## src/rtl/shot_resolver.sv

```systemverilog
// Resolves one shot against a 12x12 board: reads the cell, classifies it, writes back and reports.
// Optional miss counter enabled by defining SHOT_RESOLVER_MISS_CNT_EN (otherwise miss_count is tied to 0).
module shot_resolver #(
   parameter int X_SIZE     = 12,
   parameter int Y_SIZE     = 12,
   parameter int SHIP_CELLS = 20,
   parameter int CNT_WIDTH  = 5
) (
   input  logic                 clk,
   input  logic                 rst,
   input  logic                 new_game,
   input  logic                 shot_valid,
   output logic                 shot_ready,
   input  logic [3:0]           shot_x,
   input  logic [3:0]           shot_y,
   output logic [7:0]           mem_read_addr,
   input  logic [1:0]           mem_read_data,
   output logic [7:0]           mem_write_addr,
   output logic [1:0]           mem_write_data,
   output logic                 mem_write_enable,
   output logic                 result_valid,
   output logic [1:0]           result_code,
   output logic [CNT_WIDTH-1:0] hit_count,
   output logic [CNT_WIDTH-1:0] miss_count,
   output logic                 game_over
);
   typedef enum logic [1:0] {IDLE, WAIT, EVAL, RESP} state_t;

   localparam logic [1:0] CELL_EMPTY  = 2'b00;
   localparam logic [1:0] CELL_SHIP   = 2'b01;
   localparam logic [1:0] CELL_MISSED = 2'b10;
   localparam logic [1:0] CELL_HIT    = 2'b11;
   localparam logic [1:0] RES_MISS    = 2'b00;
   localparam logic [1:0] RES_HIT     = 2'b01;
   localparam logic [1:0] RES_REPEAT  = 2'b10;
   localparam logic [1:0] RES_INVALID = 2'b11;
   localparam logic [CNT_WIDTH-1:0] CNT_MAX = {CNT_WIDTH{1'b1}};

   state_t               state_q, state_d;
   logic [3:0]           x_q, x_d, y_q, y_d;
   logic                 invalid_q, invalid_d;
   logic [7:0]           rd_addr_q, rd_addr_d;
   logic                 res_valid_q, res_valid_d;
   logic [1:0]           res_code_q, res_code_d;
   logic                 wr_en_q, wr_en_d;
   logic [7:0]           wr_addr_q, wr_addr_d;
   logic [1:0]           wr_data_q, wr_data_d;
   logic [CNT_WIDTH-1:0] hit_q, hit_d;
   logic                 game_over_q, game_over_d;
   logic [1:0]           eval_code;
   logic                 eval_miss;

   assign shot_ready = (state_q == IDLE) && !game_over_q;

   always_comb begin
      eval_code = RES_REPEAT;
      if (invalid_q)                          eval_code = RES_INVALID;
      else if (mem_read_data == CELL_EMPTY)   eval_code = RES_MISS;
      else if (mem_read_data == CELL_SHIP)    eval_code = RES_HIT;
   end

   assign eval_miss = (state_q == EVAL) && (eval_code == RES_MISS);

   always_comb begin
      state_d     = state_q;
      x_d         = x_q;
      y_d         = y_q;
      invalid_d   = invalid_q;
      rd_addr_d   = rd_addr_q;
      res_valid_d = 1'b0;
      res_code_d  = res_code_q;
      wr_en_d     = 1'b0;
      wr_addr_d   = wr_addr_q;
      wr_data_d   = wr_data_q;
      hit_d       = hit_q;
      game_over_d = game_over_q;
      if (new_game) begin
         state_d     = IDLE;
         hit_d       = '0;
         game_over_d = 1'b0;
      end else begin
         case (state_q)
            IDLE: if (shot_valid && shot_ready) begin
               x_d       = shot_x;
               y_d       = shot_y;
               rd_addr_d = {shot_x, shot_y};
               invalid_d = (32'(shot_x) >= X_SIZE) || (32'(shot_y) >= Y_SIZE);
               state_d   = WAIT;
            end
            WAIT: state_d = EVAL;
            EVAL: begin
               state_d     = RESP;
               res_valid_d = 1'b1;
               res_code_d  = eval_code;
               wr_addr_d   = {x_q, y_q};
               wr_en_d     = (eval_code == RES_MISS) || (eval_code == RES_HIT);
               wr_data_d   = (eval_code == RES_HIT) ? CELL_HIT : CELL_MISSED;
               if (eval_code == RES_HIT) begin
                  if (hit_q != CNT_MAX) hit_d = hit_q + 1'b1;
                  if (hit_d == CNT_WIDTH'(SHIP_CELLS)) game_over_d = 1'b1;
               end
            end
            RESP: state_d = IDLE;
            default: state_d = IDLE;
         endcase
      end
   end

   always_ff @(posedge clk or posedge rst) begin
      if (rst) begin
         state_q     <= IDLE;
         x_q         <= '0;
         y_q         <= '0;
         invalid_q   <= 1'b0;
         rd_addr_q   <= '0;
         res_valid_q <= 1'b0;
         res_code_q  <= '0;
         wr_en_q     <= 1'b0;
         wr_addr_q   <= '0;
         wr_data_q   <= '0;
         hit_q       <= '0;
         game_over_q <= 1'b0;
      end else begin
         state_q     <= state_d;
         x_q         <= x_d;
         y_q         <= y_d;
         invalid_q   <= invalid_d;
         rd_addr_q   <= rd_addr_d;
         res_valid_q <= res_valid_d;
         res_code_q  <= res_code_d;
         wr_en_q     <= wr_en_d;
         wr_addr_q   <= wr_addr_d;
         wr_data_q   <= wr_data_d;
         hit_q       <= hit_d;
         game_over_q <= game_over_d;
      end
   end

`ifdef SHOT_RESOLVER_MISS_CNT_EN
   logic [CNT_WIDTH-1:0] miss_q, miss_d;

   always_comb begin
      miss_d = miss_q;
      if (new_game)                          miss_d = '0;
      else if (eval_miss && miss_q != CNT_MAX) miss_d = miss_q + 1'b1;
   end

   always_ff @(posedge clk or posedge rst) begin
      if (rst) miss_q <= '0;
      else     miss_q <= miss_d;
   end

   assign miss_count = miss_q;
`else
   logic unused_miss;
   assign unused_miss = eval_miss;
   assign miss_count  = '0;
`endif

   // A new_game arriving during RESP must suppress the pending result and board write.
   assign result_valid     = res_valid_q && !new_game;
   assign mem_write_enable = wr_en_q && !new_game;
   assign result_code      = res_code_q;
   assign mem_write_addr   = wr_addr_q;
   assign mem_write_data   = wr_data_q;
   assign mem_read_addr    = rd_addr_q;
   assign hit_count        = hit_q;
   assign game_over        = game_over_q;
endmodule

```

## config.mk

```make
export PLATFORM = sky130hd
export DESIGN_NAME = shot_resolver
export DESIGN_NICKNAME = d
export VERILOG_FILES = /design/src/rtl/shot_resolver.sv
export SDC_FILE = /design/constraint.sdc
export NUM_CORES = 1
export LEC_CHECK = 0
export ABC_AREA = 1
export BUFFER_PORTS_ARGS = -buffer_cell sky130_fd_sc_hd__buf_4
export CAP_MARGIN = 10
export CORE_MARGIN = 1.5
export CORE_UTILIZATION = 53
export CTS_CLUSTER_DIAMETER = 80
export DETAILED_ROUTE_END_ITERATION = 10
export HOLD_SLACK_MARGIN = 0.08
export PLACE_DENSITY_LB_ADDON = 0.12
export SLEW_MARGIN = 20
export SYNTH_ARGS = -nofsm -noshare
export SYNTH_HDL_FRONTEND = slang
export SYNTH_SLANG_ARGS = --single-unit
```

## constraint.sdc

```tcl
create_clock -name clk -period 3.72 [get_ports clk]
set_clock_uncertainty 0.1 [all_clocks]
set_input_delay 0.372 -clock clk [delete_from_list [all_inputs] [get_ports clk]]
set_output_delay 0.372 -clock clk [all_outputs]
set_load 0.005 [all_outputs]
```

==> flow_summary.toml, run 1 <==
[status]
status = "completed"

[placement]
gp_congestion = 0.743
pre_cts_ws_ps = 2050
dpl_cell_area_um2 = 1740
dpl.cell_count = 233
dp_hpwl_mm = 2.22
io_buffers = 42

[synth]
yosys_register_bits = 31
syn-cell-area_um2 = 1430
ys_warn_count = 0
yosysSeqAreaShare = 0.544
synth_cells = 164
ys_types = 24
synth.avg_cell_area_um2 = 8.69

[final_layout]
final_cell_mix = "nand2_1 (54), buf_4 (42), dfrtp_1 (31), inv_1 (16), o21ai_0 (12)"
n_antenna_cell = 0
fill_cells = 209
utilization = 0.712
drive_gt1_frac = 0.278
nets = 227
stdcell_count = 239
area_growth_pct = 24.9
seq_area_um2 = 776
multi_input_area_um2 = 536
final_common_cell = "nand2_1"
fin_area_um2 = 1780

[clocking]
root_buffer = "clkbuf_4"
cts_buffer_depth = 2
numCtsBuffers = 5
hold_buffers = 0
cts.sinks = 31
ctsResizeCount = 0
clkLatencyLatePin_ps = 320
htree_levels = 2
postCtsSetupBuffers = 0
cts_tree = "done"
clkTransAtPathRegs_ps = 90

[routing]
detail-route-antenna-nets = 0
postRouteWirelength_mm = 2.95
first_pass_iters = 4
drt_first_iter_violations = 17
drc_errors = 0
num_vias = 1195
drt-vias-per-instance = 5.00
wl_per_cell_um = 12.4

[power_and_ir_drop]
swShare = 0.342
peakVddDrop_mv = 0.479
p_per_area_nw_per_um2 = 628
seqPwrFrac = 0.478
clkPwrFrac = 0.153
combPwrFrac = 0.369
intPower_mw = 0.735
power_switching_mw = 0.382
p_leak_nw = 0.961
total_power_mw = 1.12

[grt]
gr-total-overflow = 0
grt.total_usage = 0.227
grt_max_degree = 32
grt_antenna_before_repair = 0
grt_first_pass_wirelength_mm = 4.61
grt_pass1_vias = 1077

[worst_setup_path]
reg2reg_from = "state_q[0]"
required_ps = 3250
cpPeakStageDelay_ps = 360
rr_worst_depth = 9
crit_slowest_cell = "dfrtp_1"
crit_fanout = 4
cp-start-kind = "flip-flop"
endpoint = "shot_ready"
critical_path_class = "flip-flop to primary output"
path_cells = "inv_1 -> ha_1 -> inv_1 -> nor2_2 -> buf_4"
cp.arrival_ps = 1250
r2r-end = "invalid_q"
crit_top_cell = "inv_1"
crit_start = "state_q[0]"
regToRegSetupSlack_ps = 2050
worstSetupEndpointType = "primary output"

[sta]
finalMaxSlewViolations = 0
tns_ps = 0
worst-slew-pin-transition_ps = 625
max_freq_ghz = 0.582
finalSetupViolCount = 0
finalHoldViolCount = 0
max_slew_margin = 0.582
post-route-period-util = 0.462
fin_ws_ps = 2000
finalCriticalPeriod_ps = 1720
holdWs_ps = 19.8
rsz0062_at_grt = "false"

[floorplanning]
num_rows = 18
die_x_um = 54.9
initial_core_util = 0.570
ioPinCount = 48
core_area_um2 = 2500
die_h_um = 54.9
die_area_um2 = 3010

[run]
cap_violations = 0

[worst_hold_path]
holdCritPathClass = "input pin to asynchronous set/reset pin"
critical path: cells and delay by family, from the launching register on:
| kind | cells | cell delay (ps) |
|---|---|---|
| adders and majority gates | 1 | 180 |
| buffers and inverters | 3 | 290 |
| DFF | 1 | 360 |
| and+or+nand+nor | 1 | 90 |
layer usage:
metal  track usage  routed length [µm]  up-vias
met5             0                   0        -
met4        0.0875                  56        0
met3        0.0738                 167        8
met2         0.389                1470       40
met1         0.259                1260      545
li1              -                   -      602
synthesized netlist by cell type:
cell type | instances | share of area
nand2_1 | 54 | 0.14
dfrtp_1 | 31 | 0.54
inv_1 | 17 | 0.045
o21ai_0 | 12 | 0.042
nand3_1 | 11 | 0.039
nor2_1 | 10 | 0.026
buf_4 | 5 | 0.026
ha_1 | 3 | 0.026
inv_2 | 3 | 0.0079
o21ai_1 | 3 | 0.011
nor2_2 | 2 | 0.0088
a21oi_1 | 1 | 0.0035
buf_2 | 1 | 0.0035
buf_6 | 1 | 0.0079
conb_1 | 1 | 0.0026
nand2_2 | 1 | 0.0044
nand2_8 | 1 | 0.014
nand3_2 | 1 | 0.0070
nand3_4 | 1 | 0.012
nand4_1 | 1 | 0.0044
nor2_4 | 1 | 0.0079
nor3_1 | 1 | 0.0035
o221ai_1 | 1 | 0.0061
or2_1 | 1 | 0.0044
registers in the layout, summed over array words and instances, names as in the netlist:
| register | count |
|---|---|
| mem_read_addr | 1 |
| wr_en_q | 1 |
| game_over | 1 |
| mem_write_data | 2 |
| result_code | 2 |
| state_q | 2 |
| hit_count | 5 |
| invalid_q | 1 |
| y_q | 3 |
| res_valid_q | 1 |
| x_q | 4 |
| mem_write_addr | 8 |
power groups by stage:
stage          logic, mW  registers [mW]  clock network [mW]
2_1_floorplan      0.189           0.536                   0
3_3_place_gp       0.399           0.539                   0
3_5_place_dp       0.416           0.540                   0
4_1_cts            0.419           0.534               0.179
5_1_grt            0.469           0.548               0.187
6_report           0.412           0.534               0.171
how the worst min path moves through the flow:
stage	end	start	cells past startpoint
2_1_floorplan	game_over	new_game	1
3_3_place_gp	mem_write_data[1]	mem_write_data[1]	1
3_5_place_dp	mem_write_data[1]	mem_write_data[1]	1
4_1_cts	wr_en_q	mem_read_data[1]	2
5_1_grt	mem_write_data[1]	rst	2
6_report	mem_write_addr[0]	rst	2
final cells by class:
type,count,area share
Multi-Input combinational cell,110,0.301
Tap cell,30,0.0211
Inverter,20,0.0422
Timing Repair Buffer,42,0.177
Sequential cell,31,0.436
Clock buffer,6,0.0232
logic make-up after synthesis:
logic type,Yosys count,share of synthesized area
other,1,0.00263
buffers and inverters,27,0.0904
adders and majority gates,3,0.0263
and+or+nand+nor,85,0.274
AOI/OAI and AO/OA,17,0.0623
DFF,31,0.544
No activity file was read; power rests on OpenSTA's default activity.
==> run 2: changes to the inputs <==
--- a/config.mk
+++ b/config.mk
@@ -9,7 +9,7 @@
 export BUFFER_PORTS_ARGS = -buffer_cell sky130_fd_sc_hd__buf_4
 export CAP_MARGIN = 10
 export CORE_MARGIN = 1.5
-export CORE_UTILIZATION = 53
+export CORE_UTILIZATION = 49
 export CTS_CLUSTER_DIAMETER = 80
 export DETAILED_ROUTE_END_ITERATION = 10
 export HOLD_SLACK_MARGIN = 0.08
==> constraint.sdc (replaced) <==
create_clock -name clk -period 1.7 [get_ports clk]
set_clock_uncertainty 0.1 [all_clocks]
set_input_delay 0.17 -clock clk [delete_from_list [all_inputs] [get_ports clk]]
set_output_delay 0.17 -clock clk [all_outputs]
set_load 0.005 [all_outputs]
==> run 2 against run 1 <==
  * First-iteration DRC count grew to 3.7 times the previous value
  * Sequential cell count unchanged
  * Non-clock buffer count increased by 17
  * Cell area up 11%
  * Setup slack got worse by 1900 ps
  * Global-route usage shrank 1.6 points
  * Routed wire length rose by 6.1%
  * Register-to-register slack got worse by 2000 ps
  * Critical endpoint is now y_q[1]
  * Largest power group unchanged
  * Highest routed layer unchanged
==> flow_summary.toml, run 2 (synthesis gave the netlist of run 1 again) <==
[placement]
dp_hpwl_mm = 2.29
pre_cts_ws_ps = 93.5
dpl_cell_area_um2 = 1760
io_buffers = 42
gp_congestion = 0.829

[routing]
detail-route-antenna-nets = 0
first_pass_iters = 4
drt_first_iter_violations = 63
drt-vias-per-instance = 4.96
wl_met2_mm = 1.63
drc_errors = 0
num_vias = 1284
postRouteWirelength_mm = 3.13
dr_wl_met3_um = 141
m1WireLength_mm = 1.30
top_layer = "met4"
wl_per_cell_um = 12.1

[sta]
holdWs_ps = 143
max_freq_ghz = 0.617
finalMaxSlewViolations = 0
finalHoldViolCount = 0
post-route-period-util = 0.953
fin_ws_ps = 80.5
rsz0062_at_grt = "true"
finalSetupViolCount = 0
finalCriticalPeriod_ps = 1620

[grt]
grt_pass1_vias = 1262
grt_max_degree = 32
grt_antenna_before_repair = 0
grt.total_usage = 0.210
gr-total-overflow = 0
grt_first_pass_wirelength_mm = 5.20

[run]
cap_violations = 0

[power_and_ir_drop]
intPower_mw = 1.75
power_switching_mw = 0.875
peakVddDrop_mv = 1.07
clkPwrFrac = 0.189
combPwrFrac = 0.365
p_per_area_nw_per_um2 = 1330
seqPwrFrac = 0.446
p_leak_nw = 1.05
swShare = 0.333

[final_layout]
nets = 244
n_antenna_cell = 0
largest_reg_flops = 8
final_cell_mix = "nand2_1 (53), buf_4 (47), dfrtp_1 (30), inv_1 (16)"
fin_area_um2 = 1980
final_common_cell = "nand2_1"
area_growth_pct = 38.9
drive_gt1_frac = 0.303
fill_cells = 217

[worst_setup_path]
worstSetupEndpointType = "flip-flop"
cp.arrival_ps = 1800
critical_path_class = "flip-flop to flip-flop"
crit_fanout = 7
cp-start-kind = "flip-flop"
rr_worst_depth = 10
required_ps = 1880

[clocking]
htree_levels = 2
numCtsBuffers = 5
cts_tree = "done"
clkTransAtPathRegs_ps = 100
cts_buffer_depth = 2
clkLatencyLatePin_ps = 330
root_buffer = "clkbuf_4"
cts.sinks = 31

[floorplanning]
die_h_um = 56.9
core_area_um2 = 2760
ioPinCount = 48
initial_core_util = 0.517
num_rows = 19
die_area_um2 = 3240
die_x_um = 56.9

[status]
status = "completed"

[worst_hold_path]
holdCritPathClass = "input pin to flip-flop"
hold_depth = 5
[run 2: stage by stage]
| stage | std cells | utilization | total power [mW] | TNS [ps] |
|---|---|---|---|---|
| finish | 259 | 0.718 | 2.62 | 0 |
| global placement | 236 | 0.637 | 2.06 | 0 |
| CTS | 256 | 0.706 | 2.62 | 0 |
| global route | 259 | 0.718 | 2.82 | -209 |
| detailed placement | 236 | 0.637 | 2.10 | 0 |
| floorplan | 168 | - | 1.59 | 0 |
[run 2: critical path, stage by stage, from the launching register on]
cell	delay [ps]
dfrtp_1	400
inv_1	70
ha_2	170
inv_1	40
nor2_2	100
nand2_2	90
nor2_4	220
buf_4	160
buf_4	110
nand2_1	50
nand2_1	60
[run 2: area by class of cell]
type,instances,area [µm²],area share
Inverter,20,77.6,0.0392
Sequential cell,31,777,0.393
Timing Repair Buffer,59,473,0.239
Tap cell,31,38.8,0.0196
Clock buffer,7,65.1,0.0329
Multi-Input combinational cell,110,541,0.273
Clock inverter,1,7.51,0.00379
[run 2: what timing repair did]
item | in CTS | in global routing
gates resized for setup | 0 | 5
hold buffers | 12 | 0
setup buffers | 0 | 3
endpoints found under the hold margin | 45 | 0
endpoints found under the setup margin | 0 | 4
[run 2: path summary, 6_finish.rpt]
check | startpoint | to | slack, ps
setup / recovery | state_q[1] | y_q[1] | 80
setup reg to reg | state_q[1] | y_q[1] | 80
hold / removal | shot_valid | x_q[0] | 140
min in group asynchronous | rst | hit_count[1] | 370
hold reg to reg | mem_write_data[1] | mem_write_data[1] | 390
max in group asynchronous | rst | game_over | 830
[run 2: power by group through the flow]
stage	Combinational, mW	Clock (mW)	Sequential [mW]
floorplan	0.415	0	1.17
global placement	0.887	0	1.17
detailed placement	0.915	0	1.18
CTS	0.939	0.509	1.17
global route	1.08	0.531	1.21
finish	0.957	0.496	1.17
[run 2: per-layer routing]
| layer | up-vias | global-route usage |
|---|---|---|
| met2 | 39 | 0.355 |
| li1 | 628 | - |
| met5 | - | 0 |
| met3 | 8 | 0.0476 |
| met1 | 609 | 0.247 |
| met4 | 0 | 0.120 |
==> run 3: changes to the inputs <==
--- a/config.mk
+++ b/config.mk
@@ -8,7 +8,6 @@
 export ABC_AREA = 1
 export BUFFER_PORTS_ARGS = -buffer_cell sky130_fd_sc_hd__buf_4
 export CAP_MARGIN = 10
-export CORE_MARGIN = 1.5
 export CORE_UTILIZATION = 49
 export CTS_CLUSTER_DIAMETER = 80
 export DETAILED_ROUTE_END_ITERATION = 10
==> run 3 against run 2 <==
  * Largest cell class unchanged
  * Global-route usage grew 0.78 points
  * Sequential cell count unchanged
  * Via count about the same
  * Hold slack better by 22 ps
  * Total power is 2.3% lower
==> flow_summary.toml, run 3 (synthesis gave the netlist of run 1 again) <==
[placement]
pre_cts_ws_ps = 60.8
gp_congestion = 0.817
dp_hpwl_mm = 2.17
dpl.cell_count = 236
dpl_cell_area_um2 = 1760
io_buffers = 42

[floorplanning]
initial_core_util = 0.517
ioPinCount = 48
core_area_um2 = 2760
die_h_um = 55.9
num_rows = 19
die_x_um = 55.9
die_area_um2 = 3130

[worst_setup_path]
cpPeakStageDelay_ps = 380
rr_worst_depth = 8
crit_slowest_cell = "dfrtp_1"
r2r-end = "x_q[3]"
path_cells = "inv_1 -> ha_1 -> inv_1 -> nor2_2 -> nand2_2 -> nor2_4 -> buf_2 -> o21ai_0"
cp_num_buf_inv = 3
cp-start-kind = "flip-flop"
crit_top_cell = "inv_1"
regToRegSetupSlack_ps = 110
crit_family = "flip-flops"
required_ps = 1810
crit_fanout = 6
critical_path_class = "flip-flop to flip-flop"
cp.arrival_ps = 1700
worstSetupEndpointType = "flip-flop"
reg2reg_from = "state_q[0]"

[power_and_ir_drop]
intPower_mw = 1.69
seqPwrFrac = 0.458
total_power_mw = 2.56
peakVddDrop_mv = 1.08
clkPwrFrac = 0.170
swShare = 0.339
p_leak_nw = 1.04
power_switching_mw = 0.870
combPwrFrac = 0.371
p_per_area_nw_per_um2 = 1310

[grt]
grt.total_usage = 0.218
grt_max_degree = 32
grt_antenna_before_repair = 0
use_met3 = 0.0698
grt_first_pass_wirelength_mm = 5.13
grt_pass1_vias = 1204
gr-total-overflow = 0
globalRouteMet1Util = 0.250
grtUsageMet2 = 0.379
busiest_layer = "met2"

[final_layout]
nets = 243
n_antenna_cell = 0
utilization = 0.710
final_cell_mix = "nand2_1 (53), buf_4 (45), dfrtp_1 (31), inv_1 (17)"
fin_area_um2 = 1960
final_common_cell = "nand2_1"
largest_reg_flops = 8
stdcell_count = 257
area_growth_pct = 37.4
drive_gt1_frac = 0.292

[worst_hold_path]
hp-start = "shot_valid"
holdPathEnd = "state_q[1]"
hold_depth = 4
holdCritPathClass = "input pin to flip-flop"

[routing]
first_pass_iters = 4
detail-route-antenna-nets = 0
drt_first_iter_violations = 40
drt-vias-per-instance = 4.99
wl_per_cell_um = 12.3
postRouteWirelength_mm = 3.15
drc_errors = 0
num_vias = 1283

[clocking]
cts_buffer_depth = 2
cts.sinks = 31
htree_levels = 2
clkLatencyLatePin_ps = 330
cts_tree = "done"
root_buffer = "clkbuf_4"
numCtsBuffers = 5
clkTransAtPathRegs_ps = 90

[sta]
post-route-period-util = 0.933
max_freq_ghz = 0.630
fin_ws_ps = 114
finalCriticalPeriod_ps = 1590
holdWs_ps = 165
finalHoldViolCount = 0
rsz0062_at_grt = "true"
finalSetupViolCount = 0
finalMaxSlewViolations = 0
tns_ps = 0

[status]
status = "completed"

[run]
cap_violations = 0
==> run 3: cell count changes in the layout (fill, tap and decap cells not counted), sizes merged <==
cell      delta
clkinv       +1
clkbuf       -1
clkinvlp     -1
buf          -1
==> run 3: area by class of cell <==
cell class | count | area (µm²)
timing repair buffer | 58 | 463
sequential | 31 | 776
inverter | 20 | 77.6
clock inverter | 1 | 5.00
clock buffer | 6 | 51.3
tap | 31 | 38.8
fill | 210 | 800
multi-input combinational | 110 | 547
==> run 3: power by group through the flow <==
stage | logic, mW | registers [mW] | clock network, mW
2_1_floorplan | 0.415 | 1.17 | 0
3_3_place_gp | 0.884 | 1.18 | 0
3_5_place_dp | 0.911 | 1.18 | 0
4_1_cts | 0.935 | 1.17 | 0.449
5_1_grt | 1.07 | 1.20 | 0.478
6_report | 0.952 | 1.17 | 0.437
==> run 3: metal layers <==
metal  vias to the layer above  share of wire  wire length [µm]
met5                         -              0                 0
met4                         0          0.011                34
met3                         6          0.061               193
met2                        46           0.51              1620
met1                       605           0.41              1300
li1                        626              -                 -
==> run 3: tightest hold or removal path, delay by kind of cell <==
kind,cells,cell delay (ps)
buffers and inverters,1,90
AND/OR/NAND/NOR,2,200
AO/OA/AOI/OAI,1,100
==> run 3: repair_timing <==
item / in CTS / in global routing
hold buffers: 12 / 0
endpoints found under the setup margin: 0 / 8
endpoints found under the hold margin: 45 / 0
gates resized for setup: 0 / 5
setup buffers: 0 / 2
==> run 3: worst max-delay path by stage <==
stage / cells after the start / slack (ps) / endpoint / startpoint
floorplan: 9 / 220 / invalid_q / state_q[0]
global placement: 9 / 180 / invalid_q / state_q[0]
detailed placement: 9 / 60 / invalid_q / state_q[0]
CTS: 9 / 60 / invalid_q / state_q[0]
global route: 8 / -20 / invalid_q / state_q[0]
finish: 8 / 110 / x_q[3] / state_q[0]
